$ cat src/rtl/sha256_pkg.sv
// Shared SHA-256 definitions for the message schedule datapath.
//   WORD_W / BLK_WORDS / ROUNDS : fixed geometry of the schedule
//   CNT_W / T_W                 : widths of the load counter and round index
//   state_e                     : schedule controller state encoding
//   ror / shr                   : rotate-right and shift-right primitives
package sha256_pkg;

   localparam int unsigned WORD_W    = 32;
   localparam int unsigned BLK_WORDS = 16;
   localparam int unsigned ROUNDS    = 64;
   localparam int unsigned CNT_W     = $clog2(BLK_WORDS);
   localparam int unsigned T_W       = $clog2(ROUNDS);

   typedef logic [WORD_W-1:0] word_t;

   typedef enum logic {
      StLoad = 1'b0,
      StRun  = 1'b1
   } state_e;

   // n must lie in 1..WORD_W-1.
   function automatic word_t ror(input word_t x, input int unsigned n);
      return (x >> n) | (x << (WORD_W - n));
   endfunction

   function automatic word_t shr(input word_t x, input int unsigned n);
      return x >> n;
   endfunction

endpackage

$ cat src/rtl/lsigma0.sv
// SHA-256 lowercase sigma0: ROTR7 ^ ROTR18 ^ SHR3.
//   x_i : input word
//   y_o : sigma0(x_i), purely combinational
module lsigma0
   import sha256_pkg::*;
(
   input  logic [WORD_W-1:0] x_i,
   output logic [WORD_W-1:0] y_o
);

   assign y_o = ror(x_i, 7) ^ ror(x_i, 18) ^ shr(x_i, 3);

endmodule

$ cat src/rtl/lsigma1.sv
// SHA-256 lowercase sigma1: ROTR17 ^ ROTR19 ^ SHR10.
//   x_i : input word
//   y_o : sigma1(x_i), purely combinational
module lsigma1
   import sha256_pkg::*;
(
   input  logic [WORD_W-1:0] x_i,
   output logic [WORD_W-1:0] y_o
);

   assign y_o = ror(x_i, 17) ^ ror(x_i, 19) ^ shr(x_i, 10);

endmodule

$ cat src/rtl/msg_schedule.sv
// SHA-256 message schedule controller.
// Loads one 16-word block, then emits W[0..63] one per output handshake,
// expanding W[16..63] in place in a 16-entry circular buffer.
//   clk, rst           : clock, synchronous active-high reset
//   abort              : synchronous discard of the current block
//   in_valid/in_ready  : message word handshake, in_word is M[0] first
//   out_valid/out_ready: schedule word handshake
//   out_word, out_t    : W[t] and its round index t (combinational from buffer)
//   done               : one-cycle pulse after W[63] is accepted
module msg_schedule
   import sha256_pkg::*;
(
   input  logic              clk,
   input  logic              rst,
   input  logic              abort,
   input  logic              in_valid,
   output logic              in_ready,
   input  logic [WORD_W-1:0] in_word,
   output logic              out_valid,
   input  logic              out_ready,
   output logic [WORD_W-1:0] out_word,
   output logic [T_W-1:0]    out_t,
   output logic              done
);

   state_e           state_q, state_d;
   logic [CNT_W-1:0] cnt_q, cnt_d;
   logic [T_W-1:0]   t_q, t_d;
   logic             done_q, done_d;

   word_t            wbuf_q [BLK_WORDS];
   logic             wbuf_we;
   logic [CNT_W-1:0] wbuf_waddr;
   word_t            wbuf_wdata;

   // Buffer slot t%16 currently holds W[t-16]; the other taps follow from
   // W[t-2], W[t-7], W[t-15] living at (t+14), (t+9), (t+1) mod 16.
   logic [CNT_W-1:0] idx_t, idx_m2, idx_m7, idx_m15;
   logic             expand;
   word_t            s0_out, s1_out, w_exp;

   assign idx_t   = t_q[CNT_W-1:0];
   assign idx_m2  = idx_t + CNT_W'(14);
   assign idx_m7  = idx_t + CNT_W'(9);
   assign idx_m15 = idx_t + CNT_W'(1);
   assign expand  = (t_q[T_W-1:CNT_W] != '0);

   lsigma0 u_lsigma0 (
      .x_i (wbuf_q[idx_m15]),
      .y_o (s0_out)
   );

   lsigma1 u_lsigma1 (
      .x_i (wbuf_q[idx_m2]),
      .y_o (s1_out)
   );

   assign w_exp = s1_out + wbuf_q[idx_m7] + s0_out + wbuf_q[idx_t];

   assign out_word  = expand ? w_exp : wbuf_q[idx_t];
   assign out_t     = t_q;
   assign in_ready  = (state_q == StLoad);
   assign out_valid = (state_q == StRun);
   assign done      = done_q;

   always_comb begin
      state_d    = state_q;
      cnt_d      = cnt_q;
      t_d        = t_q;
      done_d     = 1'b0;
      wbuf_we    = 1'b0;
      wbuf_waddr = cnt_q;
      wbuf_wdata = in_word;

      unique case (state_q)
         StLoad: begin
            if (in_valid) begin
               wbuf_we = 1'b1;
               cnt_d   = cnt_q + CNT_W'(1);
               if (cnt_q == CNT_W'(BLK_WORDS - 1)) begin
                  state_d = StRun;
                  t_d     = '0;
               end
            end
         end
         StRun: begin
            if (out_ready) begin
               // Expanded words overwrite W[t-16], which is no longer needed.
               wbuf_we    = expand;
               wbuf_waddr = idx_t;
               wbuf_wdata = w_exp;
               t_d        = t_q + T_W'(1);
               if (t_q == T_W'(ROUNDS - 1)) begin
                  state_d = StLoad;
                  cnt_d   = '0;
                  t_d     = '0;
                  done_d  = 1'b1;
               end
            end
         end
      endcase

      // Abort wins over any handshake in the same cycle.
      if (abort) begin
         state_d = StLoad;
         cnt_d   = '0;
         t_d     = '0;
         done_d  = 1'b0;
         wbuf_we = 1'b0;
      end
   end

   always_ff @(posedge clk) begin
      if (rst) begin
         state_q <= StLoad;
         cnt_q   <= '0;
         t_q     <= '0;
         done_q  <= 1'b0;
      end else begin
         state_q <= state_d;
         cnt_q   <= cnt_d;
         t_q     <= t_d;
         done_q  <= done_d;
      end
   end

   // Buffer has no reset; contents are only meaningful after a full load.
   always_ff @(posedge clk) begin
      if (wbuf_we && !rst) begin
         wbuf_q[wbuf_waddr] <= wbuf_wdata;
      end
   end

endmodule

$ cat config.mk
export PLATFORM = sky130hd
export DESIGN_NAME = msg_schedule
export DESIGN_NICKNAME = d
export VERILOG_FILES = /design/src/rtl/sha256_pkg.sv /design/src/rtl/lsigma0.sv /design/src/rtl/lsigma1.sv /design/src/rtl/msg_schedule.sv
export SDC_FILE = /design/constraint.sdc
export NUM_CORES = 1
export LEC_CHECK = 0
export ABC_CLOCK_PERIOD_IN_PS = 7070
export CAP_MARGIN = 40
export CORE_ASPECT_RATIO = 2
export CORE_MARGIN = 2
export CORE_UTILIZATION = 42
export DETAILED_ROUTE_END_ITERATION = 8
export DONT_BUFFER_PORTS = 1
export SLEW_MARGIN = 20
export SYNTH_ARGS = -nofsm -noshare
export SYNTH_HDL_FRONTEND = slang
export SYNTH_HIERARCHICAL = 1
export SYNTH_SLANG_ARGS = --single-unit
$ cat constraint.sdc
create_clock -name clk -period 7.07 [get_ports clk]
set_clock_uncertainty 0.05 [all_clocks]
set_input_delay 0.3535 -clock clk [delete_from_list [all_inputs] [get_ports clk]]
set_output_delay 0.3535 -clock clk [all_outputs]
set_load 0.005 [all_outputs]
Word-level counts from Yosys, hierarchy flattened
Memory sizes are Yosys's and may differ from the RTL's. A register that Yosys moved wholly into a read port is not among the register bits.
Cells that the tools add are included.
Widths: inputs -> output; s select.
{"block": "word_totals", "reg_bits": 12, "ram_bits": 512, "inputBits": 37, "wordCells": 64, "memories": 1}
{"name": "wbuf_q", "words": 16, "word_bits": 32, "read_ports": 4, "rd_clocked_by_memory_dff": 1, "wr": 1, "line_no": "msg_schedule.sv:31", "text": "word_t wbuf_q [BLK_WORDS];"}
{"block": "classes", "add_sub_neg": 8, "n_eq_ne": 6, "mux": 28, "bitwise": 10, "reduce_logical": 7}
{"op": "$add 32x32->32", "count": 3}
{"op": "$mux 32", "count": 3}
{"op": "$xor 32x32->32", "count": 2}
{"op": "$or 13x32->32", "count": 1}
{"op": "$or 14x32->32", "count": 1}
{"op": "$or 15x32->32", "count": 1}
{"op": "$or 25x32->32", "count": 1}
{"op": "$xor 32x22->32", "count": 1}
{"op": "$xor 32x29->32", "count": 1}
{"op": "$mux 4", "count": 7}
{"op": "$mux 6", "count": 4}
{"op": "$pmux 6 s2", "count": 1}
{"op": "$mux 1", "count": 10}
{"op": "$add 4x1->4 const B", "count": 2}
{"op": "$add 4x4->4 const B", "count": 2}
{"op": "$pmux 4 s2", "count": 1}
{"op": "$add 6x1->6 const B", "count": 1}
{"op": "$eq 6x6->1 const B", "count": 1}
{"op": "$reduce_and 3->1", "count": 2}
{"op": "$eq 4x4->1 const B", "count": 1}
{"op": "$ne 2x1->1 const B", "count": 2}
{"op": "$ne 2x2->1 const B", "count": 2}
{"op": "$pmux 1 s2", "count": 2}
{"op": "$reduce_or 4->1", "count": 1}
{"op": "5 further kinds", "count": 6}

Depth between registers and ports, before layout
Gate-level depths: netlist (run 1).
An unclocked memory read counts as a cell.
{"block": "depth", "ltp_word": 10, "ltp_mapped": 23, "depth_no_buf": 20}

Modules after synthesis
Netlist (run 1), hierarchy kept.
{"module": "msg_schedule", "n_inst": 1, "cells_each": 1876, "area_per_inst_um2": 32542.5, "seq_area_each_um2": 15695.1}
{"module": "lsigma0", "n_inst": 1, "cells_each": 32, "area_per_inst_um2": 719.4, "seq_area_each_um2": 0.0}
{"module": "lsigma1", "n_inst": 1, "cells_each": 32, "area_per_inst_um2": 610.6, "seq_area_each_um2": 0.0}

Least setup slack after synthesis (run 1)
No wires, ideal clock.
{"block": "synth_path", "path_kind": "reg2reg", "start": "reg t_q[1], in the netlist out_t[1]", "end": "mem wbuf_q[0][29] (netlist bit), data pin", "arrival_time_ps": 6567, "required_time_ps": 6679, "slack_ps": 112, "path_stages_with_launch": 24, "period_less_slack_ps": 6958, "cell_sequence": "dfxtp_1 clkbuf_1 clkbuf_1 inv_1 ha_1 xor2_1 buf_2 mux4_2 xor3_1 inv_1 fa_1 fa_1 inv_1 ha_1 inv_1 fa_1 nand2b_1 a21oi_1 o211ai_1 a2111oi_2 o41ai_2 nand2b_1 a211oi_1 o31ai_1"}
{"block": "synth_via", "elab_chain_len": 10, "elab_cells_between_ends": 17}
{"item": "start: declaration", "line_no": "msg_schedule.sv:28", "text": "logic [T_W-1:0] t_q, t_d;"}
{"item": "start signal: assignment", "line_no": "msg_schedule.sv:122", "text": "t_q <= t_d;"}
{"item": "$add 4x4->4 *", "line_no": "msg_schedule.sv:43", "text": "assign idx_m2 = idx_t + CNT_W'(14);"}
{"item": "$mem_v2 16x32 *"}
{"item": "$or 15x32->32 / $or 13x32->32 (equally long branches)", "line_no": "sha256_pkg.sv:23", "text": "return (x >> n) | (x << (WORD_W - n));"}
{"item": "$xor 32x32->32", "line_no": "lsigma1.sv:11", "text": "assign y_o = ror(x_i, 17) ^ ror(x_i, 19) ^ shr(x_i, 10);"}
{"item": "$xor 32x22->32 *", "line_no": "lsigma1.sv:11"}
{"item": "via s1_out[1]", "line_no": "msg_schedule.sv:40", "text": "word_t s0_out, s1_out, w_exp;"}
{"item": "$add 32x32->32 * (3 in a row)", "line_no": "msg_schedule.sv:58", "text": "assign w_exp = s1_out + wbuf_q[idx_m7] + s0_out + wbuf_q[idx_t];"}
{"item": "$mux 32 *", "line_no": "msg_schedule.sv:87", "text": "if (out_ready) begin"}
{"item": "$mux 32 *", "line_no": "msg_schedule.sv:75", "text": "unique case (state_q)"}
{"item": "via wbuf_wdata[29]", "line_no": "msg_schedule.sv:34", "text": "word_t wbuf_wdata;"}
{"item": "end: declaration", "line_no": "msg_schedule.sv:31"}
The timed path passes the listed nets; every way through them passes the cells marked *.

Worst setup path after layout (run 1)
{"block": "layout_path", "start": "reg t_q[0], in the netlist out_t[0]", "end": "out out_word[29]"}
{"block": "layout_via", "elab_cells_between_ends": 16}
{"item": "$add 4x1->4 *", "line_no": "msg_schedule.sv:45", "text": "assign idx_m15 = idx_t + CNT_W'(1);"}
{"item": "$mem_v2 16x32 *"}
{"item": "$or 25x32->32 / $or 14x32->32 (equally long branches)", "line_no": "sha256_pkg.sv:23"}
{"item": "$xor 32x32->32", "line_no": "lsigma0.sv:11", "text": "assign y_o = ror(x_i, 7) ^ ror(x_i, 18) ^ shr(x_i, 3);"}
{"item": "$xor 32x29->32 *", "line_no": "lsigma0.sv:11"}
{"item": "via s0_out[1]", "line_no": "msg_schedule.sv:40"}
{"item": "$add 32x32->32 * (2 in a row)", "line_no": "msg_schedule.sv:58"}
{"item": "$mux 32 *", "line_no": "msg_schedule.sv:60", "text": "assign out_word = expand ? w_exp : wbuf_q[idx_t];"}
{"item": "end: declaration", "line_no": "msg_schedule.sv:21", "text": "output logic [WORD_W-1:0] out_word,"}
Marks and branches as above.

==> results.json, run 1 <==
{
  "grt-ovfl-total": 0,
  "fmax_ghz": 0.140,
  "grt_pass1_vias": 22450,
  "fin_util_pct": 49.9,
  "vias": 22062,
  "worst-path-buf-inv": 9,
  "hold_viol": 0,
  "wire_per_inst_um": 36.9,
  "syn2layout_area_growth_pct": 17.8,
  "clk_pin_slew_ns": 0.07,
  "crit_type": "reg2out",
  "synth_area_per_cell_um2": 17.5,
  "synth.top_cell.area_share_pct": 45.4,
  "dr.pass1.iters": 6,
  "post-place-cells": 3046,
  "die_height_um": 406,
  "syn-num-nets": 2074,
  "htreeDepth": 2,
  "initial_core_util_pct": 42.3,
  "die_w_um": 205,
  "cts-root-buf": "clkbuf_16",
  "cp_top_family": "adder cells",
  "peakVddDrop_mv": 0.159,
  "worstPathMaxFanout": 8,
  "cts-buffers-inserted": 47,
  "drc": 0,
  "synthCells": 1940,
  "syn_area_mm2": 0.0339,
  "cp-end-kind": "primary output",
  "async_flop_share_pct": 0,
  "routed_wl_um": 119000,
  "antenna_found_initial": 3,
  "n_fill_cell": 6491,
  "violations": "negative setup slack",
  "max_stage_delay_ns": 0.63,
  "multi_input_area_mm2": 0.0174,
  "viasPerCell": 6.84,
  "worstSkewPairLatency_ns": 0.62,
  "cts_sinks": 528,
  "setup_viol": 4,
  "rsz0062_at_grt": "yes",
  "ys_ff_latch": 528,
  "yosysWarnings": 6,
  "status": "complete, but fails checks",
  "synth_commonest_cells": "edfxtp_1, mux4_2, inv_1",
  "grt_pass1_wl_um": 166000,
  "track_usage_pct": 28.8,
  "seq_area_mm2": 0.0157,
  "drv_cap": 0,
  "fin_cells": 3227,
  "ant_nets": 0,
  "min_period_ns": 7.12,
  "dieArea_mm2": 0.0831,
  "ys.flop_type": "edfxtp_1",
  "rows": 147,
  "clk_path_buf_depth": 3,
  "hpwl_um": 79500,
  "grt_max_degree": 75,
  "start_kind": "flip-flop",
  "worstMarginPinSlew_ns": 0.914,
  "first_iter_violations": 2975,
  "portBuffers": 0,
  "finalSetupTns_ns": -0.0674,
  "synth-edff-count": 512,
  "leakage_uw": 0.0135,
  "yosys-top-cells-area": "edfxtp_1, mux4_2, fa_1",
  "relSlewSlack_pct": 39.1,
  "io_pins": 78,
  "yosysTopAreaCell": "edfxtp_1",
  "slowest_stage": "mux4_2",
  "coreArea_mm2": 0.0800,
  "gp_congestion": 1.01,
  "required_ns": 6.67,
  "synth-seq-area-share_pct": 46.3,
  "tritoncts": "yes",
  "drive_gt1_share_pct": 43.9,
  "setup_ws_ns": -0.0494,
  "fin_nets": 2278,
  "min_path_type": "in2reg",
  "dp_slack_ns": -0.0524,
  "fin_crit_sh_pct": 101,
  "ys_types": 59,
  "cellPowerDensity_mw_per_mm2": 163,
  "slew_violations": 0,
  "critical_path.most_common_cell": "buf_4",
  "cp.arrival_ns": 6.72
}
metal layers:
metal	vias up	GRT usage, %	routed length [µm]
li1	8434	-	-
met1	11597	33.2	38600
met2	1607	47.8	58600
met3	420	6.17	11100
met4	4	20.1	10600
met5	-	0	34
power by group:
group | switching (µW) | leakage, µW | total (µW) | internal [µW]
Clock | 1220 | 0.000770 | 2720 | 1500
Sequential | 5.47 | 0.00474 | 3440 | 3430
Combinational | 209 | 0.00802 | 345 | 137
state kept, by name, summed over array words and instances (netlist names), named ones only:
register and flops:
done 1, cnt_q 4, out_t 6, wbuf_q 512, out_valid 1
through the flow:
| stage | total power, µW | cell area [µm²] | hold slack (ns) |
|---|---|---|---|
| 2_1_floorplan | 3680 | 33900 | 0.451 |
| 3_5_place_dp | 3810 | 36800 | 0.532 |
| 3_3_place_gp | 3800 | 36500 | 0.502 |
| 6_report | 6500 | 39900 | 0.0505 |
| 5_1_grt | 6660 | 39900 | 0.0720 |
| 4_1_cts | 6510 | 39300 | 0.0418 |
kinds of logic (layout without fill, tap and decap cells):
group / count (synthesis) / after routing / share of synthesized area (%)
multiplexers: 515 / 515 / 34.1
flip-flops: 528 / 528 / 46.3
AO/OA/AOI/OAI: 164 / 164 / 3.01
adder cells (fa/ha/maj): 97 / 97 / 4.96
XOR/XNOR: 97 / 97 / 4.82
buffers and inverters: 329 / 572 / 3.83
AND/OR/NAND/NOR: 210 / 210 / 2.90
other: 0 / 1 / 0
final timing paths:
path	start	end	slack [ns]	cells past startpoint
setup / recovery	out_t[0]$_SDFFE_PP0P_	out_word[29]	-0.05	25
hold / removal	in_word[31]	wbuf_q[5][31]$_DFFE_PP_	0.05	2
setup reg to reg	out_t[0]$_SDFFE_PP0P_	wbuf_q[10][19]$_DFFE_PP_	0.52	24
hold reg to reg	out_t[4]$_SDFFE_PP0P_	out_t[4]$_SDFFE_PP0P_	0.54	2
worst reg2reg max path: cells and delay by family (launching register included):
family,cells,cell delay (ns)
buffers and inverters,10,1.68
DFF,1,0.41
AOI/OAI and AO/OA,4,0.89
muxes,2,0.97
xor gates and xnor gates,2,0.54
and+or+nand+nor,2,0.23
adders and majority gates,4,1.51
cell type report:
cell class,count,area share [%]
clock buffer,53,3.11
antenna,1,0.00627
tap,1043,3.27
inverter,194,1.82
multi-input combinational,1083,43.6
timing repair buffer,290,7.91
clock inverter,35,0.912
sequential,528,39.4
layout by cell type, fill, tap and decap left out, drive strengths merged, types with 35 or more instances in the layout:
cell,instances
edfxtp,512
fa,62
nand2,86
buf,270
ha,35
clkbuf,62
nor2,51
xor3,51
o21ai,63
mux4,512
inv,196
a21oi,36
timing repair:
| action | in CTS | in global routing |
|---|---|---|
| setup endpoints to repair | 34 | 18 |
| pin swaps | 21 | 13 |
| hold buffers | 5 | 2 |
| buffers inserted | 42 | 24 |
| endpoints found under the hold margin | 7 | 3 |
| gates cloned | 7 | 5 |
| gates resized for setup | 64 | 43 |
Power figures use the tool's default switching activity.
==> run 2, diff against run 1 <==
--- a/config.mk
+++ b/config.mk
@@ -12,6 +12,7 @@
 export CORE_UTILIZATION = 42
 export DETAILED_ROUTE_END_ITERATION = 8
 export DONT_BUFFER_PORTS = 1
+export RECOVER_POWER = 50
 export SLEW_MARGIN = 20
 export SYNTH_ARGS = -nofsm -noshare
 export SYNTH_HDL_FRONTEND = slang
==> results.json, run 2 (synthesis results as in run 1) <==
{
  "hold-path-endpoint": "wbuf_q[6][31]$_DFFE_PP_",
  "antenna_found_initial": 3,
  "peakVddDrop_mv": 0.159,
  "hold_viol": 0,
  "io_pins": 78,
  "cp-end-kind": "primary output",
  "slew_violations": 502,
  "hold-path-cell-count": 2,
  "rr_worst_depth": 24,
  "first_iter_violations": 3046,
  "min-delay-start": "in_word[31]",
  "drv_cap": 25,
  "grt_pass1_wl_um": 166000,
  "worstMarginPinSlew_ns": 3.83,
  "r2r_setup_slack_ns": 0.42,
  "grt_pass1_vias": 22450,
  "routed_wl_um": 119000,
  "coreArea_mm2": 0.0800,
  "layout_common_cells": "mux4_2, edfxtp_1, buf_4",
  "die_w_um": 205,
  "die_height_um": 406,
  "clk_path_buf_depth": 3,
  "required_ns": 6.67,
  "cts_sinks": 528,
  "htreeDepth": 2,
  "cts-root-buf": "clkbuf_16",
  "status": "complete, but fails checks",
  "relSlewSlack_pct": -155,
  "fin_cells": 3227,
  "grt-ovfl-total": 0,
  "fmax_ghz": 0.140,
  "drc": 0,
  "post-place-cells": 3046,
  "gp_congestion": 1.01,
  "syn2layout_area_growth_pct": 16.8,
  "rsz0062_at_grt": "yes",
  "fin_nets": 2278,
  "cp.arrival_ns": 6.71,
  "viasPerCell": 6.81,
  "largest_reg_flops": 512,
  "fin_crit_sh_pct": 101,
  "dr.pass1.iters": 5,
  "rr_endpoint": "wbuf_q[1][19]$_DFFE_PP_",
  "leakage_uw": 0.0134,
  "clk_pin_slew_ns": 0.07,
  "tritoncts": "yes",
  "violations": "max-capacitance violations, max-slew violations, negative setup slack",
  "min_path_type": "in2reg",
  "ant_nets": 0,
  "grt_max_degree": 75,
  "cts-buffers-inserted": 47,
  "top_register": "wbuf_q",
  "track_usage_pct": 28.8,
  "dieArea_mm2": 0.0831,
  "initial_core_util_pct": 42.3,
  "worstPathMaxFanout": 10,
  "finalSetupTns_ns": -0.0516,
  "crit_type": "reg2out",
  "cellPowerDensity_mw_per_mm2": 164,
  "portBuffers": 0,
  "p_total_uw": 6500,
  "setup_ws_ns": -0.0478,
  "start_kind": "flip-flop",
  "reg2reg_from": "out_t[0]$_SDFFE_PP0P_",
  "worstSkewPairLatency_ns": 0.62,
  "hpwl_um": 79500,
  "vias": 21989,
  "drive_gt1_share_pct": 42.3,
  "wire_per_inst_um": 36.9,
  "min_period_ns": 7.12,
  "setup_viol": 3,
  "rows": 147
}
==> run 2: cell types whose count changed in the layout (fill, tap and decap cells not counted) <==
cell	before	now
buf_12	36	30
buf_16	15	11
buf_4	204	187
clkbuf_1	4	27
clkbuf_2	1	5
nand2_1	84	85
nand2_4	1	0
nor2_1	34	44
nor2_4	17	7
==> run 2: worst max path at each step <==
stage | startpoint | endpoint | slack, ns | cells past startpoint
global placement | out_t[0]$_SDFFE_PP0P_ | wbuf_q[9][31]$_DFFE_PP_ | 0.17 | 18
floorplan | out_t[1]$_SDFFE_PP0P_ | wbuf_q[0][29]$_DFFE_PP_ | 0.11 | 23
finish | out_t[0]$_SDFFE_PP0P_ | out_word[29] | -0.05 | 21
CTS | out_t[0]$_SDFFE_PP0P_ | out_word[24] | -0.02 | 21
detailed placement | out_t[0]$_SDFFE_PP0P_ | wbuf_q[10][31]$_DFFE_PP_ | -0.05 | 18
global route | out_t[0]$_SDFFE_PP0P_ | out_word[29] | -0.18 | 25
==> run 2: layer usage <==
metal	track usage, %	vias to the layer above	wire length [µm]
met4	20.1	4	10500
met2	47.8	1543	58800
met3	6.17	419	11400
met5	0	-	34
li1	-	8427	-
met1	33.2	11596	38300
==> run 2: per-stage QoR <==
stage / hold slack [ns] / instance area [µm²] / setup WS (ns) / utilization, %
4_1_cts: 0.0418 / 39300 / -0.0188 / 49.2
3_3_place_gp: 0.502 / 36500 / 0.168 / 45.7
2_1_floorplan: 0.451 / 33900 / 0.112 / -
5_1_grt: 0.0720 / 39600 / -0.180 / 49.5
6_report: 0.0432 / 39600 / -0.0478 / 49.5
3_5_place_dp: 0.532 / 36800 / -0.0524 / 46.0
==> run 2: worst max-delay path, cell delays in order, from the launching register on <==
cell and delay (ns):
dfxtp_4 0.41, ha_4 0.30, buf_12 0.16, buf_16 0.18, buf_12 0.15, mux4_2 0.33
mux4_2 0.65, xor3_2 0.55, inv_1 0.10, fa_1 0.52, fa_1 0.51, inv_1 0.05
ha_1 0.37, nand3_2 0.19, o41ai_4 0.50, and2_4 0.23, o41ai_4 0.09, buf_4 0.17
nand2b_4 0.07, a211oi_2 0.07, o31ai_1 0.31, buf_4 0.17
==> run 2: cell type report <==
| type | count | area [µm²] |
|---|---|---|
| fill | 6549 | 40400 |
| multi-input combinational | 1083 | 17300 |
| sequential | 528 | 15700 |
| timing repair buffer | 290 | 2900 |
| tap | 1043 | 1310 |
| clock buffer | 53 | 1240 |
| inverter | 194 | 728 |
| clock inverter | 35 | 364 |
| antenna | 1 | 2.50 |
==> run 2: power by group <==
group          switching [µW]  internal [µW]
clock network            1220           1500
registers                5.43           3430
logic                     208            135
total                    1440           5060
==> run 2: repair_timing <==
item	CTS	global route
buffers inserted	42	24
pin swaps	21	13
resized for setup	64	43
setup endpoints to repair	34	18
hold buffers	5	2
hold endpoints to repair	7	3
gates cloned	7	5
==> run 3, diff against run 2 <==
--- a/config.mk
+++ b/config.mk
@@ -6,12 +6,13 @@
 export NUM_CORES = 1
 export LEC_CHECK = 0
 export ABC_CLOCK_PERIOD_IN_PS = 7070
+export BUFFER_PORTS_ARGS = -buffer_cell sky130_fd_sc_hd__clkbuf_2
 export CAP_MARGIN = 40
 export CORE_ASPECT_RATIO = 2
 export CORE_MARGIN = 2
-export CORE_UTILIZATION = 42
+export CORE_UTILIZATION = 50
 export DETAILED_ROUTE_END_ITERATION = 8
-export DONT_BUFFER_PORTS = 1
+export PLACE_DENSITY = 0.69
 export RECOVER_POWER = 50
 export SLEW_MARGIN = 20
 export SYNTH_ARGS = -nofsm -noshare
==> results.json, run 3 (synthesis results as in run 1) <==
{
  "ant_nets": 0,
  "grt_pass1_vias": 21583,
  "die_w_um": 188,
  "hpwl_um": 68500,
  "internal_power_uw": 5030,
  "finalSetupTns_ns": 0,
  "seq_power_share_pct": 53.6,
  "initial_core_util_pct": 50.3,
  "leakage_uw": 0.0135,
  "cts-root-buf": "clkbuf_16",
  "place_area_mm2": 0.0364,
  "seq_area_mm2": 0.0157,
  "min_period_ns": 7.04,
  "setup_ws_ns": 0.0342,
  "netSwitchingPower_uw": 1380,
  "grt_pass1_wl_um": 153000,
  "largest_reg_flops": 512,
  "drc": 0,
  "clk_pin_slew_ns": 0.06,
  "path_cells": "ha_4 > buf_6 > buf_16 > buf_12 > mux4_2 > mux4_2 > xor3_1 > inv_1 > fa_1 > fa_1 > inv_2 > ha_4 > o211ai_1 > a21oi_4 > o211ai_1 > buf_4 > nand2_4 > a31oi_1 > xor2_1 > o21ai_0 > clkbuf_2",
  "required_ns": 6.67,
  "fin_hold_ws_ns": 0.0348,
  "min_path_type": "in2reg",
  "cts-buffers-inserted": 49,
  "setup_viol": 0,
  "routed_wl_um": 109000,
  "hold_viol": 0,
  "dieArea_mm2": 0.0700,
  "coreArea_mm2": 0.0674,
  "htreeDepth": 2,
  "layout_common_cells": "mux4_2, edfxtp_1, inv_1",
  "rsz0062_at_grt": "yes",
  "r2r_setup_slack_ns": 0.29,
  "io_pins": 78,
  "rows": 135,
  "tritoncts": "yes",
  "clk_path_buf_depth": 3,
  "fin_nets": 2292,
  "comb_power_share_pct": 5.3,
  "worstPathMaxFanout": 6,
  "slew_violations": 0,
  "gp_congestion": 0.975,
  "grt-ovfl-total": 0,
  "final_area_mm2": 0.0395,
  "worstSkewPairLatency_ns": 0.60,
  "ctsHoldBuffers": 0,
  "worstMarginPinSlew_ns": 0.929,
  "dr.pass1.iters": 8,
  "n_fill_cell": 4908,
  "swShare_pct": 21.6,
  "cp-end-kind": "primary output",
  "vias": 22074,
  "p_total_uw": 6420,
  "status": "finished, final reports clean",
  "syn2layout_area_growth_pct": 16.7,
  "worst-path-buf-inv": 7,
  "cts_sinks": 528,
  "viasPerCell": 7.15,
  "relSlewSlack_pct": 38.1,
  "cp_top_family": "adder cells",
  "start_kind": "flip-flop",
  "antenna_found_initial": 1,
  "cp.arrival_ns": 6.63,
  "die_height_um": 372,
  "cellPowerDensity_mw_per_mm2": 162,
  "crit_type": "reg2out",
  "max_stage_delay_ns": 0.63,
  "peakVddDrop_mv": 0.229,
  "grt_max_degree": 68,
  "fmax_ghz": 0.142,
  "track_usage_pct": 30.8,
  "wire_per_inst_um": 35.2,
  "fin_crit_sh_pct": 99.5,
  "p_clk_share_pct": 41.1,
  "first_iter_violations": 3303,
  "drv_cap": 0,
  "top_register": "wbuf_q",
  "drive_gt1_share_pct": 44.5,
  "multi_input_area_mm2": 0.0175,
  "slowest_stage": "mux4_2",
  "dp_slack_ns": 0.0140,
  "portBuffers": 77
}
[run 3: per-layer routing]
layer	GRT usage, %	vias up	share of wire (%)
met5	0	-	0
met4	16.9	0	6.7
met3	5.34	340	11
met2	51.1	1835	49
met1	38.9	11432	33
li1	-	8467	-
[run 3: power groups by stage]
stage | Sequential (µW) | Clock (µW) | Combinational, µW
floorplan | 3510 | 0 | 173
global placement | 3510 | 0 | 287
detailed placement | 3510 | 0 | 292
CTS | 3440 | 2660 | 305
global route | 3440 | 2770 | 363
finish | 3440 | 2640 | 338
[run 3: worst paths after layout]
kind / depth (start not counted) / endpoint / start
min reg2reg: 2 / cnt_q[2]$_SDFFE_PP0P_ / cnt_q[2]$_SDFFE_PP0P_
min: 4 / cnt_q[3]$_SDFFE_PP0P_ / rst
max: 21 / out_word[17] / out_t[1]$_SDFFE_PP0P_
max reg2reg: 25 / wbuf_q[7][28]$_DFFE_PP_ / out_t[0]$_SDFFE_PP0P_
[run 3: tightest hold or removal path, cell delays in order]
cell	delay (ns)
clkbuf_2	0.09
nor2_1	0.08
nand2_1	0.07
a21oi_1	0.04
[run 3: final cells by class]
type | instances | share of cell area, %
multi-input cells | 1083 | 44.2
flip-flops and latches | 528 | 39.8
repair buffers | 302 | 7.45
clock buffers | 61 | 3.24
well taps | 890 | 2.82
inverters | 194 | 1.84
clock inverters | 28 | 0.712
diodes | 2 | 0.0127
[run 3: timing repair]
| action | in CTS | in global routing |
|---|---|---|
| pin swaps | 7 | 28 |
| setup endpoints to repair | 27 | 15 |
| cloned | 7 | 8 |
| buffers inserted | 21 | 49 |
| resized for setup | 37 | 75 |
[run 3: through the flow]
stage	std cells	utilization [%]
floorplan	1940	-
global placement	2903	53.8
detailed placement	2909	54.0
CTS	3026	57.2
global route	3087	58.6
finish	3088	58.6
